--- src/rtl/mips_shift_pkg.sv ---
// +--------------------------------------------------------------------+
// | mips_shift_pkg                                                     |
// | Shared opcode/funct constants and enums for the MIPS shift blocks. |
// | Revision: 1.0                                                      |
// +--------------------------------------------------------------------+
`default_nettype none

package mips_shift_pkg;

    localparam logic [5:0] c_op_rtype = 6'b000000;

    localparam logic [5:0] c_fn_srl  = 6'b000010;
    localparam logic [5:0] c_fn_sra  = 6'b000011;
    localparam logic [5:0] c_fn_srlv = 6'b000110;
    localparam logic [5:0] c_fn_srav = 6'b000111;

    typedef enum logic [1:0] {
        ST_IDLE  = 2'd0,
        ST_SHIFT = 2'd1,
        ST_DONE  = 2'd2
    } state_e;

    typedef enum logic [1:0] {
        OP_LOGICAL = 2'd0,
        OP_ARITH   = 2'd1,
        OP_INVALID = 2'd2
    } op_kind_e;

    // Variable-amount shifts take their count from rs rather than shamt.
    function automatic logic is_var_funct(input logic [5:0] funct);
        return (funct == c_fn_srlv) || (funct == c_fn_srav);
    endfunction

endpackage

`default_nettype wire

--- src/rtl/shift_right_seq_if.sv ---
// +--------------------------------------------------------------------+
// | shift_right_seq_if                                                 |
// | Request/result bundle for the sequential right shifter.            |
// | Revision: 1.0                                                      |
// +--------------------------------------------------------------------+
`default_nettype none

interface shift_right_seq_if #(
    parameter int WIDTH = 32,
    parameter int SHW   = 5
);
    logic             start;
    logic [5:0]       inst31_26;
    logic [5:0]       inst5_0;
    logic [SHW-1:0]   inst10_6;
    logic [WIDTH-1:0] dataa;
    logic [WIDTH-1:0] datab;
    logic [WIDTH-1:0] out0;
    logic             busy;
    logic             done;
    logic             illegal;

    modport master (
        output start, inst31_26, inst5_0, inst10_6, dataa, datab,
        input  out0, busy, done, illegal
    );

    modport slave (
        input  start, inst31_26, inst5_0, inst10_6, dataa, datab,
        output out0, busy, done, illegal
    );
endinterface

`default_nettype wire

--- src/rtl/shr_decode.sv ---
// +--------------------------------------------------------------------+
// | shr_decode                                                         |
// | Maps opcode/funct to right-shift kind, amount source and illegal.  |
// | Revision: 1.0                                                      |
// +--------------------------------------------------------------------+
`default_nettype none

module shr_decode
    import mips_shift_pkg::*;
(
    input  wire logic [5:0] i_opcode,
    input  wire logic [5:0] i_funct,
    output op_kind_e        o_op_kind,
    output logic            o_var_amt,
    output logic            o_illegal
);

    always_comb begin
        o_op_kind = OP_INVALID;
        o_var_amt = 1'b0;
        o_illegal = 1'b1;
        if (i_opcode == c_op_rtype) begin
            case (i_funct)
                c_fn_srl, c_fn_srlv: begin
                    o_op_kind = OP_LOGICAL;
                    o_illegal = 1'b0;
                end
                c_fn_sra, c_fn_srav: begin
                    o_op_kind = OP_ARITH;
                    o_illegal = 1'b0;
                end
                default: ;
            endcase
            o_var_amt = is_var_funct(i_funct);
        end
    end

endmodule

`default_nettype wire

--- src/rtl/shift_right_seq.sv ---
// +--------------------------------------------------------------------+
// | shift_right_seq                                                    |
// | Bit-serial SRL/SRA/SRLV/SRAV unit: one bit per clock, done pulse.  |
// | Revision: 1.0                                                      |
// +--------------------------------------------------------------------+
`default_nettype none

module shift_right_seq
    import mips_shift_pkg::*;
#(
    parameter int WIDTH = 32,
    parameter int SHW   = 5
) (
    input  wire logic         clk,
    input  wire logic         rst_n,
    shift_right_seq_if.slave  bus
);

    op_kind_e         w_op_kind;
    logic             w_var_amt;
    logic             w_illegal;
    logic [SHW-1:0]   w_amt;
    logic             w_fill;
    logic             w_unused_dataa;

    state_e           r_state;
    op_kind_e         r_kind;
    logic [WIDTH-1:0] r_sreg;
    logic [SHW-1:0]   r_count;
    logic [WIDTH-1:0] r_out0;
    logic             r_busy;
    logic             r_done;
    logic             r_illegal;

    shr_decode u_decode (
        .i_opcode  (bus.inst31_26),
        .i_funct   (bus.inst5_0),
        .o_op_kind (w_op_kind),
        .o_var_amt (w_var_amt),
        .o_illegal (w_illegal)
    );

    // Unsupported instructions load a zero count so they fall straight to DONE.
    assign w_amt = w_illegal ? '0 : (w_var_amt ? bus.dataa[SHW-1:0] : bus.inst10_6);
    assign w_fill = (r_kind == OP_ARITH) ? r_sreg[WIDTH-1] : 1'b0;
    assign w_unused_dataa = ^bus.dataa[WIDTH-1:SHW];

    always_ff @(posedge clk) begin
        if (!rst_n) begin
            r_state   <= ST_IDLE;
            r_kind    <= OP_LOGICAL;
            r_sreg    <= '0;
            r_count   <= '0;
            r_out0    <= '0;
            r_busy    <= 1'b0;
            r_done    <= 1'b0;
            r_illegal <= 1'b0;
        end else begin
            case (r_state)
                ST_IDLE: begin
                    if (bus.start) begin
                        r_sreg    <= bus.datab;
                        r_count   <= w_amt;
                        r_kind    <= w_op_kind;
                        r_illegal <= 1'b0;
                        r_busy    <= 1'b1;
                        r_state   <= ST_SHIFT;
                    end
                end
                ST_SHIFT: begin
                    if (r_count != '0) begin
                        r_sreg  <= {w_fill, r_sreg[WIDTH-1:1]};
                        r_count <= r_count - SHW'(1);
                    end else begin
                        r_out0    <= (r_kind == OP_INVALID) ? '0 : r_sreg;
                        r_illegal <= (r_kind == OP_INVALID);
                        r_done    <= 1'b1;
                        r_state   <= ST_DONE;
                    end
                end
                ST_DONE: begin
                    r_done  <= 1'b0;
                    r_busy  <= 1'b0;
                    r_state <= ST_IDLE;
                end
                default: begin
                    r_done  <= 1'b0;
                    r_busy  <= 1'b0;
                    r_state <= ST_IDLE;
                end
            endcase
        end
    end

    assign bus.out0    = r_out0;
    assign bus.busy    = r_busy;
    assign bus.done    = r_done;
    assign bus.illegal = r_illegal;

endmodule

`default_nettype wire

--- src/flat_wrapper.sv ---
// flat-port wrapper written by rule: the top's interface ports become plain ports
module shift_right_seq_flat import mips_shift_pkg::*;
#(
    parameter int WIDTH = 32,
    parameter int SHW   = 5
)
  (clk, rst_n, bus_start, bus_inst31_26, bus_inst5_0, bus_inst10_6, bus_dataa, bus_datab, bus_out0, bus_busy, bus_done, bus_illegal);
  shift_right_seq_if #(.WIDTH(WIDTH), .SHW(SHW)) bus_i ();
  input  wire logic clk;
  input  wire logic rst_n;
  input wire logic [$bits(bus_i.start)-1:0] bus_start;
  input wire logic [$bits(bus_i.inst31_26)-1:0] bus_inst31_26;
  input wire logic [$bits(bus_i.inst5_0)-1:0] bus_inst5_0;
  input wire logic [$bits(bus_i.inst10_6)-1:0] bus_inst10_6;
  input wire logic [$bits(bus_i.dataa)-1:0] bus_dataa;
  input wire logic [$bits(bus_i.datab)-1:0] bus_datab;
  output wire logic [$bits(bus_i.out0)-1:0] bus_out0;
  output wire logic [$bits(bus_i.busy)-1:0] bus_busy;
  output wire logic [$bits(bus_i.done)-1:0] bus_done;
  output wire logic [$bits(bus_i.illegal)-1:0] bus_illegal;
  assign bus_i.start = bus_start;
  assign bus_i.inst31_26 = bus_inst31_26;
  assign bus_i.inst5_0 = bus_inst5_0;
  assign bus_i.inst10_6 = bus_inst10_6;
  assign bus_i.dataa = bus_dataa;
  assign bus_i.datab = bus_datab;
  assign bus_out0 = bus_i.out0;
  assign bus_busy = bus_i.busy;
  assign bus_done = bus_i.done;
  assign bus_illegal = bus_i.illegal;
  shift_right_seq #(.WIDTH(WIDTH), .SHW(SHW)) u_core (.clk(clk), .rst_n(rst_n), .bus(bus_i));
endmodule
--- config.mk ---
export PLATFORM = sky130hd
export DESIGN_NAME = shift_right_seq_flat
export DESIGN_NICKNAME = d
export VERILOG_FILES = /design/src/rtl/mips_shift_pkg.sv /design/src/rtl/shift_right_seq_if.sv /design/src/rtl/shr_decode.sv /design/src/rtl/shift_right_seq.sv /design/src/flat_wrapper.sv
export SDC_FILE = /design/constraint.sdc
export NUM_CORES = 1
export LEC_CHECK = 0
export CAP_MARGIN = 25
export CORE_MARGIN = 5
export CORE_UTILIZATION = 30
export DETAILED_ROUTE_END_ITERATION = 10
export PLACE_DENSITY_LB_ADDON = 0.05
export SYNTH_ARGS = -nofsm -noshare
export SYNTH_HDL_FRONTEND = slang
export SYNTH_SLANG_ARGS = --single-unit
--- constraint.sdc ---
create_clock -name clk -period 2.7 [get_ports clk]
set_input_delay 0.81 -clock clk [delete_from_list [all_inputs] [get_ports clk]]
set_output_delay 0.81 -clock clk [all_outputs]
set_load 0.005 [all_outputs]
Word level (Yosys, flattened, before mapping)
Cells that the tools add are included.
{ "word_totals": {"regBits": 76, "latchBits": 0, "mem_bits_rw": 0, "rom_bits": 0, "in_bits": 84, "out_inout_bits": 35, "word_cells": 65, "mem_count": 0} }
{ "classes": {"add_sub_neg": 1, "multipliers": 0, "div_mod_pow": 0, "n_lt_le_gt_ge": 0, "eq_ne": 11, "shifts": 0, "muxes": 25, "bitwise": 3, "reduce_logical": 16} }
{ "ops": {"columns": ["cell", "n"], "rows": [
  ["$mux 32", 3],
  ["$pmux 32 s2", 1],
  ["$mux 5", 4],
  ["$eq 6x2->1 const B", 2],
  ["$eq 6x3->1 const B", 2],
  ["$pmux 5 s2", 1],
  ["$reduce_and 2->1", 5],
  ["$mux 1", 8],
  ["$pmux 2 s2", 2],
  ["$logic_not 6->1", 1],
  ["$mux 2", 3],
  ["$ne 2x2->1 const B", 3],
  ["$pmux 1 s2", 3],
  ["$reduce_and 3->1", 2],
  ["$reduce_bool 5->1", 1],
  ["$sub 5x1->5 const B", 1],
  ["$eq 2x1->1 const B", 2],
  ["$reduce_and 4->1", 1],
  ["$reduce_or 2->1", 2],
  ["$reduce_or 4->1", 1],
  ["$not 1->1", 3],
  ["$eq 2x2->1 const B", 1],
  ["$logic_not 2->1", 1],
  ["$ne 2x1->1 const B", 1],
  ["2 further kinds", 2]
]} }

Logic depth before layout (Yosys ltp)
Gate-level depths: netlist (run 1).
{ "logic_depth": {"word_depth": 7, "ltp_mapped": 7, "depth_no_buf": 6} }

Hierarchy
A second synthesis (run 1) with hierarchy kept.
{ "hier_totals": {"cells_unflattened": 367, "area_unflattened_um2": 3189.3} }
{ "modules_own_cells": {"columns": ["module", "n_inst", "cells_each", "area_per_inst_um2", "seq_area_each_um2"], "rows": [
  ["shift_right_seq", 1, 358, 3115.5, 1521.5],
  ["shr_decode", 1, 9, 73.8, 0.0]
]} }

Worst setup path after synthesis (run 1)
Ideal clock, no wire load.
{ "synth_timing": {"kind": "input to register", "startpoint": "in bus_inst31_26[1]", "endpoint": "reg u_core.r_count[3]", "setup_ns": 0.075, "arrival_ns": 1.966, "required_time_ns": 2.625, "path_slack_ns": 0.659, "path_stages": 4, "path_buffers": 0, "path_cell_list": "or4_1 -> nor4_2 -> a21oi_1 -> o22ai_1"} }
{ "synth_via": {"elab_chain_len": 6, "elab_cells_between_ends": 7, "cone_classes": "mux (6); reduce/logical (1)"} }
{ "synth_lines": {"columns": ["element", "line", "rtl"], "rows": [
  ["start, declared", "flat_wrapper.sv:12", "input wire logic [$bits(bus_i.inst31_26)-1:0] bus_inst31_26;"],
  ["$logic_not 6->1 (*)", "shr_decode.sv:22", "if (i_opcode == c_op_rtype) begin"],
  ["$mux 1", "shr_decode.sv:22", null],
  ["$mux 5", "shift_right_seq.sv:44", "assign w_amt = w_illegal ? '0 : (w_var_amt ? bus.dataa[SHW-1:0] : bus.inst10_6);"],
  ["$mux 5 (*)", "shift_right_seq.sv:44", null],
  ["$mux 5 (*)", "shift_right_seq.sv:61", "if (bus.start) begin"],
  ["$pmux 5 s2 (*)", "shift_right_seq.sv:59", "case (r_state)"],
  ["end signal, assigned", "shift_right_seq.sv:63", "r_count <= w_amt;"],
  ["end signal, assigned", "shift_right_seq.sv:73", "r_count <= r_count - SHW'(1);"],
  ["end, declared", "shift_right_seq.sv:29", "logic [SHW-1:0] r_count;"]
]} }
Mark *: on every way between the ends. The rest lies on a longest branch, timed or not. The select of a mux whose other input is x is not followed.
A chain may end at the register's enable or synchronous reset.

Final worst setup path (run 1)
{ "layout_timing": {"startpoint": "in bus_start", "endpoint": "reg u_core.r_sreg[12]"} }
{ "layout_via": {"elab_chain_len": 2} }
{ "layout_lines": {"columns": ["element", "line", "rtl"], "rows": [
  ["start, declared", "flat_wrapper.sv:11", "input wire logic [$bits(bus_i.start)-1:0] bus_start;"],
  ["$ne 2x2->1 (no line)", null, null],
  ["$reduce_and 3->1 (no line)", null, null],
  ["end signal, assigned", "shift_right_seq.sv:62", "r_sreg <= bus.datab;"],
  ["end signal, assigned", "shift_right_seq.sv:72", "r_sreg <= {w_fill, r_sreg[WIDTH-1:1]};"],
  ["end, declared", "shift_right_seq.sv:28", "logic [WIDTH-1:0] r_sreg;"]
]} }
Every way passes these cells.

==> flow_summary.toml, run 1 <==
[yosys]
syn_nets = 445
ys_types = 39
synth.area.top_cells = "dfxtp_1, a311oi_1, nor2_1, nand2_1, a22oi_1"
synth_edf_count = 0
yosysSeqAreaShare_pct = 48.1
synth_area_leader_cell = "dfxtp_1"
synth-seq-cells = 76
yosysMostFrequentCell = "dfxtp_1"
synth_cells = 360
netlist_top_cells_count = "dfxtp_1, nor2_1, nand2_1"
synth_area_mm2 = 0.00316
synth.top_cell.area_share_pct = 48.1
dominantRegCellSynth = "dfxtp_1"
async_reset_ff_share_pct = 0
ys.warnings.count = 0
synth.avg_cell_area_um2 = 8.78

[cells_and_area]
fillers = 1037
antennaDiodeCount = 0
area_growth_pct = 40.0
drive_gt1_share_pct = 10.5
multi_input_area_mm2 = 0.00148
seqCellArea_mm2 = 0.00152
nNetsFinal = 530

[die]
die_w_um = 113
die_area_mm2 = 0.0127
core_mm2 = 0.0103
initial_core_util_pct = 30.6
num_rows = 37
fp.dieH_um = 113
ios = 119

[clock_tree]
clk_pin_slew_worst_paths_ps = 80
cts_tree = "built"
clkLatencyLatePin_ps = 350
h-tree-depth = 3
cts_setup_buffers = 0
cts_inserted_buffers = 9
root_buffer = "clkbuf_8"
numClockSinks = 76
post_cts_resize_count = 0
cts_hold_buffers = 0
cts_buffer_depth = 2

[critical_path]
cp_cell_sequence = "clkdlybuf4s50_1 -> or3b_1 -> o21ai_4 -> buf_12 -> nor2_1 -> a311oi_1"
cp.arrival_ps = 2540
critPathMaxStageDelay_ps = 500
critPathSlowestCell = "or3b_1"
crit_fanout = 34
cp-start-kind = "input pin"
critPathKind = "input pin to register"
required_ps = 2950
end_kind = "register"

[timing]
fmax_ghz = 0.437
slew_violations = 0
fin_tns_setup_ps = 0
relSlewSlack_pct = 63.7
finalCritPeriodShare_pct = 84.7
fin_worst_skew_ps = 10.6
rsz0062_at_grt = "false"
period_needed_ps = 2290
hold_viol = 0
setup_slack_ps = 413
setup_violations = 0
worstMarginPinSlew_ps = 543

[placed_design]
io_buffers = 91
hpwl_um = 5920
gp_congestion = 0.726
dp_slack_ps = 50.6

[global_routing]
grt-ovfl-total = 0
grt_antenna_before_repair = 0
grt_pass1_vias = 2843
grt_use_met2_pct = 21.5
grt_pass1_wl_um = 14000
grt_usage_pct = 13.6
use_met3_pct = 4.15
grt_max_degree = 36
use_met1_pct = 17.6
busiest_layer = "met2"

[pwr]
powerDensity_mw_per_mm2 = 625
vdd_drop_max_uv = 229
leakagePower_nw = 1.60

[drt]
drtIter0Drc = 139
wl_per_cell_um = 14.5
viasPerCell = 4.82
drc = 0
vias = 2817
routed_wl_um = 8470
drt.antenna.violating_nets = 0
detail_route.first_pass.iterations = 6

[outcome]
outcome = "completed"

[worst_hold_path]
hold_class = "register to register"

[run]
maxCapViolations = 0
final timing paths:
| kind | depth (start not counted) | slack (ps) | from | endpoint |
|---|---|---|---|---|
| max | 6 | 410 | bus_start | u_core.r_sreg[12] |
| min | 2 | 480 | u_core.bus.done | u_core.bus.done |
| max reg2reg | 7 | 790 | u_core.r_count[0] | u_core.bus.out0[12] |
| min reg2reg | 2 | 480 | u_core.bus.done | u_core.bus.done |
cell families (layout without fill, tap and decap cells):
| family | count (synthesis) | after routing | share of synthesized area, % |
|---|---|---|---|
| simple gates | 160 | 160 | 22.8 |
| mux | 5 | 5 | 1.74 |
| buf+inv | 33 | 122 | 5.78 |
| compound gates | 85 | 85 | 21.1 |
| fa+ha+maj | 1 | 1 | 0.396 |
| flops | 76 | 76 | 48.1 |
through the flow:
stage | cells | instance area, um2 | util [%] | hold slack (ps) | total power, mW
floorplan | 360 | 3160 | - | 464 | 1.64
global route | 585 | 4430 | 42.9 | 510 | 2.92
finish | 585 | 4430 | 42.9 | 484 | 2.76
global placement | 570 | 4220 | 40.9 | 467 | 1.87
detailed placement | 570 | 4220 | 40.9 | 471 | 1.87
CTS | 585 | 4430 | 42.9 | 485 | 2.81
state kept, by name, indices dropped and copies added, names as in the netlist:
name and flops:
u_core.bus.done 1, u_core.r_sreg 32, u_core.bus.busy 1, u_core.r_kind 2, u_core.bus.illegal 1, u_core.bus.out0 32, u_core.r_state 2, u_core.r_count 5
worst max-delay path, delay by kind of cell:
| family | cells | cell delay (ps) |
|---|---|---|
| buf+inv | 2 | 700 |
| simple gates | 2 | 550 |
| compound gates | 2 | 460 |
layout make-up:
cell class / instances / area share [%]
tap: 136 / 3.85
multi-input combinational: 251 / 33.3
inverter: 4 / 0.339
timing repair buffer: 103 / 23.5
sequential: 76 / 34.4
clock inverter: 5 / 1.75
clock buffer: 10 / 2.88
layer usage:
metal,vias to the layer above,wire length (um)
li1,1446,-
met5,-,0
met2,81,3800
met4,0,103
met1,1282,4050
met3,8,520
cell usage in the layout (no fill, tap or decap), types with 2 or more instances in the layout:
cell type	netlist	final
clkinv_2	0	2
nand2_1	67	67
clkbuf_8	1	9
o22ai_1	2	2
o21a_1	2	2
dfxtp_1	76	76
a22oi_1	28	28
a311oi_1	31	31
buf_12	0	3
inv_1	3	3
bufinv_16	0	2
a22oi_2	5	5
buf_4	0	9
nand3_1	2	2
nor3_1	2	2
clkdlybuf4s50_1	0	91
o21ai_0	3	3
mux2_2	4	4
nor2_1	69	69
a21oi_1	10	10
nor2b_1	6	5
report_power, final:
group          leakage [nW]  internal [mW]  switching (mW)  total, mW
combinational         0.880          0.270           0.277      0.547
clock                 0.102          0.513           0.413      0.925
sequential            0.622           1.22          0.0749       1.29
No activity file was read; power rests on OpenSTA's default activity.
==> run 2: changes to the inputs <==
clock period = 2.1 ns   (was 2.7 ns; I/O delays follow)
==> run 2 against run 1 <==
- power up 26%
- clock power up 18%
- critical endpoint is now u_core.r_count[3]
- largest power group unchanged
- sequential power up 29%
- cell count up 0.68%
- critical path type unchanged
- clock skew about the same
==> flow_summary.toml, run 2 (synthesis gave the netlist of run 1 again) <==
[clock_tree]
cts_buffer_depth = 2
post_cts_resize_count = 0
clkLatencyLatePin_ps = 340
h-tree-depth = 3
clk_pin_slew_worst_paths_ps = 80
numClockSinks = 76
cts_setup_buffers = 0
root_buffer = "clkbuf_8"
cts_tree = "built"
cts_inserted_buffers = 9
cts_hold_buffers = 0

[critical_path]
cp.depth = 5
cp.arrival_ps = 2280
cp.buffers_inverters = 1
cp-start-kind = "input pin"
worstRegToRegCells = 7
crit_fanout = 3
critPathSlowestCell = "or4_1"
critPathKind = "input pin to register"
critPathMaxStageDelay_ps = 630
crit_family = "simple AND/OR/NAND/NOR gates"
end_kind = "register"
cp_cell_sequence = "clkdlybuf4s50_1 -> or4_1 -> nor4_4 -> a21oi_1 -> o22ai_1"
required_ps = 2360

[cells_and_area]
drive_gt1_share_pct = 11.7
layout_common_cells = "clkdlybuf4s50_1, dfxtp_1, nor2_1"
area_growth_pct = 41.1
antennaDiodeCount = 0
stdcell_area_mm2 = 0.00446
final_common_cell = "clkdlybuf4s50_1"
nNetsFinal = 534
layout.cells.non_filler = 589

[global_routing]
grt_max_degree = 51
grt-ovfl-total = 0
grt_pass1_vias = 2874
grt_antenna_before_repair = 0
grt_usage_pct = 13.7
grt_pass1_wl_um = 14300

[die]
core_mm2 = 0.0103
die_w_um = 113
num_rows = 37
ios = 119
fp.dieH_um = 113
initial_core_util_pct = 30.6
die_area_mm2 = 0.0127

[timing]
worstMarginPinSlew_ps = 382
rsz0062_at_grt = "false"
period_needed_ps = 2020
hold_viol = 0
relSlewSlack_pct = 74.5
finalCritPeriodShare_pct = 96.0
fin_tns_setup_ps = 0
fin_worst_skew_ps = 10.2
setup_violations = 0
fmax_ghz = 0.496
setup_slack_ps = 84.2
slew_violations = 0

[drt]
routed_wl_um = 8410
detail_route.first_pass.iterations = 5
drc = 0
wl_per_cell_um = 14.3
drtIter0Drc = 119
vias = 2844
viasPerCell = 4.83
drt.antenna.violating_nets = 0

[placed_design]
hpwl_um = 5940
place_area_mm2 = 0.00426
gp_congestion = 0.729
io_buffers = 91
dp_slack_ps = -318
placedCellCount = 574

[pwr]
powerDensity_mw_per_mm2 = 778
vdd_drop_max_uv = 279
leakagePower_nw = 1.62

[worst_hold_path]
min_path_cells = 2
hold_class = "register to register"

[run]
maxCapViolations = 0

[outcome]
outcome = "completed"
run 2: cell types whose count changed in the layout (fill, tap and decap cells not counted):
cell,previous run,this run
buf_4,9,12
buf_12,3,4
bufinv_16,2,1
clkbuf_1,1,0
clkinvlp_4,1,2
inv_6,0,1
nor4_2,1,0
nor4_4,1,2
or3b_1,1,0
or3b_4,0,1
run 2: worst paths after layout:
path | start | endpoint | slack, ps
max | bus_inst31_26[1] | u_core.r_count[3] | 80
min reg2reg | u_core.bus.illegal | u_core.bus.illegal | 480
max reg2reg | u_core.r_count[0] | u_core.bus.out0[6] | 190
min | u_core.bus.illegal | u_core.bus.illegal | 480
run 2: area by class of cell:
type	count	area, um2
clock inverter	6	63.8
tap	136	170
sequential	76	1520
clock buffer	9	124
multi-input combinational	251	1490
inverter	4	15.0
fill	1056	5860
timing repair buffer	107	1080
run 2: power by group:
group          internal [mW]  switching, mW
clock                  0.542          0.548
sequential              1.56         0.0931
combinational          0.362          0.360
total                   2.47           1.00
run 2: worst register-to-register path: stages, from the launching register on:
cell and delay (ps):
dfxtp_1 330, inv_1 60, ha_1 240, or4b_4 530, nor3_4 190, buf_4 280, a22oi_1 110, nor2_1 90
run 2: metrics by stage:
step                hold WS [ps]  utilization [%]  total power [mW]
finish                       477             43.2              3.47
global route                 509             43.2              3.69
CTS                          482             43.1              3.55
detailed placement           467             41.3              2.42
global placement             469             41.3              2.41
floorplan                    464                -              2.11
run 2: layer usage:
metal  GRT usage (%)  part of all wire [%]
met1            17.6                    46
met2            22.4                    48
met3            4.20                   5.0
met4            3.37                   1.0
met5               0                     0
==> run 3: changes to the inputs <==
CORE_ASPECT_RATIO = 2   (was default)
CTS_BUF_LIST = sky130_fd_sc_hd__clkbuf_8   (was default)
==> run 3 against run 2 <==
- final area rose by 0.62%
- die area rose by 0.98%
- non-clock buffer count rose by 1
- wire length rose by 6.1%
- clock power rose by 6%
==> flow_summary.toml, run 3 (synthesis gave the netlist of run 1 again) <==
[critical_path]
r2r_slack_ps = 190
cp-start-kind = "input pin"
required_ps = 2380
critPathKind = "input pin to register"
cp.arrival_ps = 2290
crit_fanout = 3
end_kind = "register"

[drt]
drt.antenna.violating_nets = 0
detail_route.first_pass.iterations = 4
viasPerCell = 4.90
routed_wl_um = 8920
drtIter0Drc = 142
drc = 0
wl_per_cell_um = 15.1
vias = 2899

[placed_design]
hpwl_um = 6330
io_buffers = 91
dp_slack_ps = -311
gp_congestion = 0.759
placedCellCount = 576
place_area_mm2 = 0.00428

[cells_and_area]
area_growth_pct = 42.0
stdcell_area_mm2 = 0.00449
drive_gt1_share_pct = 11.9
fillers = 1105
antennaDiodeCount = 0
layout.cells.non_filler = 592
nNetsFinal = 535
final_common_cell = "clkdlybuf4s50_1"
layout_common_cells = "clkdlybuf4s50_1, dfxtp_1, nor2_1"

[timing]
finalCritPeriodShare_pct = 95.7
period_needed_ps = 2010
rsz0062_at_grt = "false"
setup_slack_ps = 91.2
fmax_ghz = 0.498
fin_worst_skew_ps = 9.74
worstMarginPinSlew_ps = 399
relSlewSlack_pct = 73.3
hold_viol = 0
setup_violations = 0
slew_violations = 0

[clock_tree]
cts_tree = "built"
cts_setup_buffers = 0
cts_inserted_buffers = 9
post_cts_resize_count = 0
clkLatencyLatePin_ps = 350
cts_hold_buffers = 0
numClockSinks = 76
clk_pin_slew_worst_paths_ps = 80
root_buffer = "clkbuf_8"
h-tree-depth = 3
cts_buffer_depth = 2

[die]
core_mm2 = 0.0104
ios = 119
num_rows = 53
die_w_um = 82.6
initial_core_util_pct = 30.4
fp.dieH_um = 155
die_area_mm2 = 0.0128

[pwr]
p_comb_share_pct = 20.6
pwr-share-clk_pct = 32.4
vdd_drop_max_uv = 317
switchingPower_mw = 0.998
swShare_pct = 28.2
leakagePower_nw = 1.64
p_int_mw = 2.54
powerDensity_mw_per_mm2 = 787
seqPwrFrac_pct = 47.0

[global_routing]
grt_max_degree = 39
grt_usage_pct = 14.7
grt_pass1_vias = 2922
grt-ovfl-total = 0
grt_pass1_wl_um = 14400
grt_antenna_before_repair = 0

[worst_hold_path]
hold_class = "register to register"

[outcome]
outcome = "completed"

[run]
maxCapViolations = 0
[run 3: power by group through the flow]
stage	clock, mW	combinational [mW]	sequential (mW)
6_report	1.15	0.727	1.66
2_1_floorplan	0	0.436	1.67
5_1_grt	1.24	0.814	1.68
3_3_place_gp	0	0.729	1.69
4_1_cts	1.19	0.741	1.66
3_5_place_dp	0	0.738	1.70
[run 3: worst paths after layout]
| path | cells after the start | end | start |
|---|---|---|---|
| max reg2reg | 7 | u_core.bus.out0[26] | u_core.r_count[0] |
| min | 2 | u_core.bus.done | u_core.bus.done |
| max | 6 | u_core.r_count[2] | bus_inst31_26[1] |
| min reg2reg | 2 | u_core.bus.done | u_core.bus.done |
[run 3: worst max-delay path: stages]
cell and delay (ps):
clkdlybuf4s50_1 390, or4_1 610, nor4_2 290, buf_4 170, a21oi_1 60, o22ai_1 140
[run 3: layer usage]
layer	track usage, %	part of all wire, %
met4	4.91	1.3
met2	25.7	54
met5	0	0
met3	3.82	4.1
met1	16.9	41
[run 3: stage by stage]
step | hold slack, ps | util [%] | total power [mW] | TNS [ps]
final | 476 | 43.1 | 3.53 | 0
after global routing | 513 | 43.1 | 3.73 | 0
after CTS | 480 | 43.1 | 3.59 | 0
after detailed placement | 469 | 41.1 | 2.43 | -10470
after global placement | 463 | 41.1 | 2.42 | -9880
after floorplan | 464 | - | 2.11 | 0
[run 3: layout make-up]
cell class                      count  area [um2]  area share, %
Inverter                            4        15.0          0.334
Clock buffer                       11         151           3.37
Tap cell                          137         171           3.82
Sequential cell                    76        1520           33.9
Clock inverter                      5        51.3           1.14
Multi-Input combinational cell    251        1480           32.9
Timing Repair Buffer              108        1100           24.5
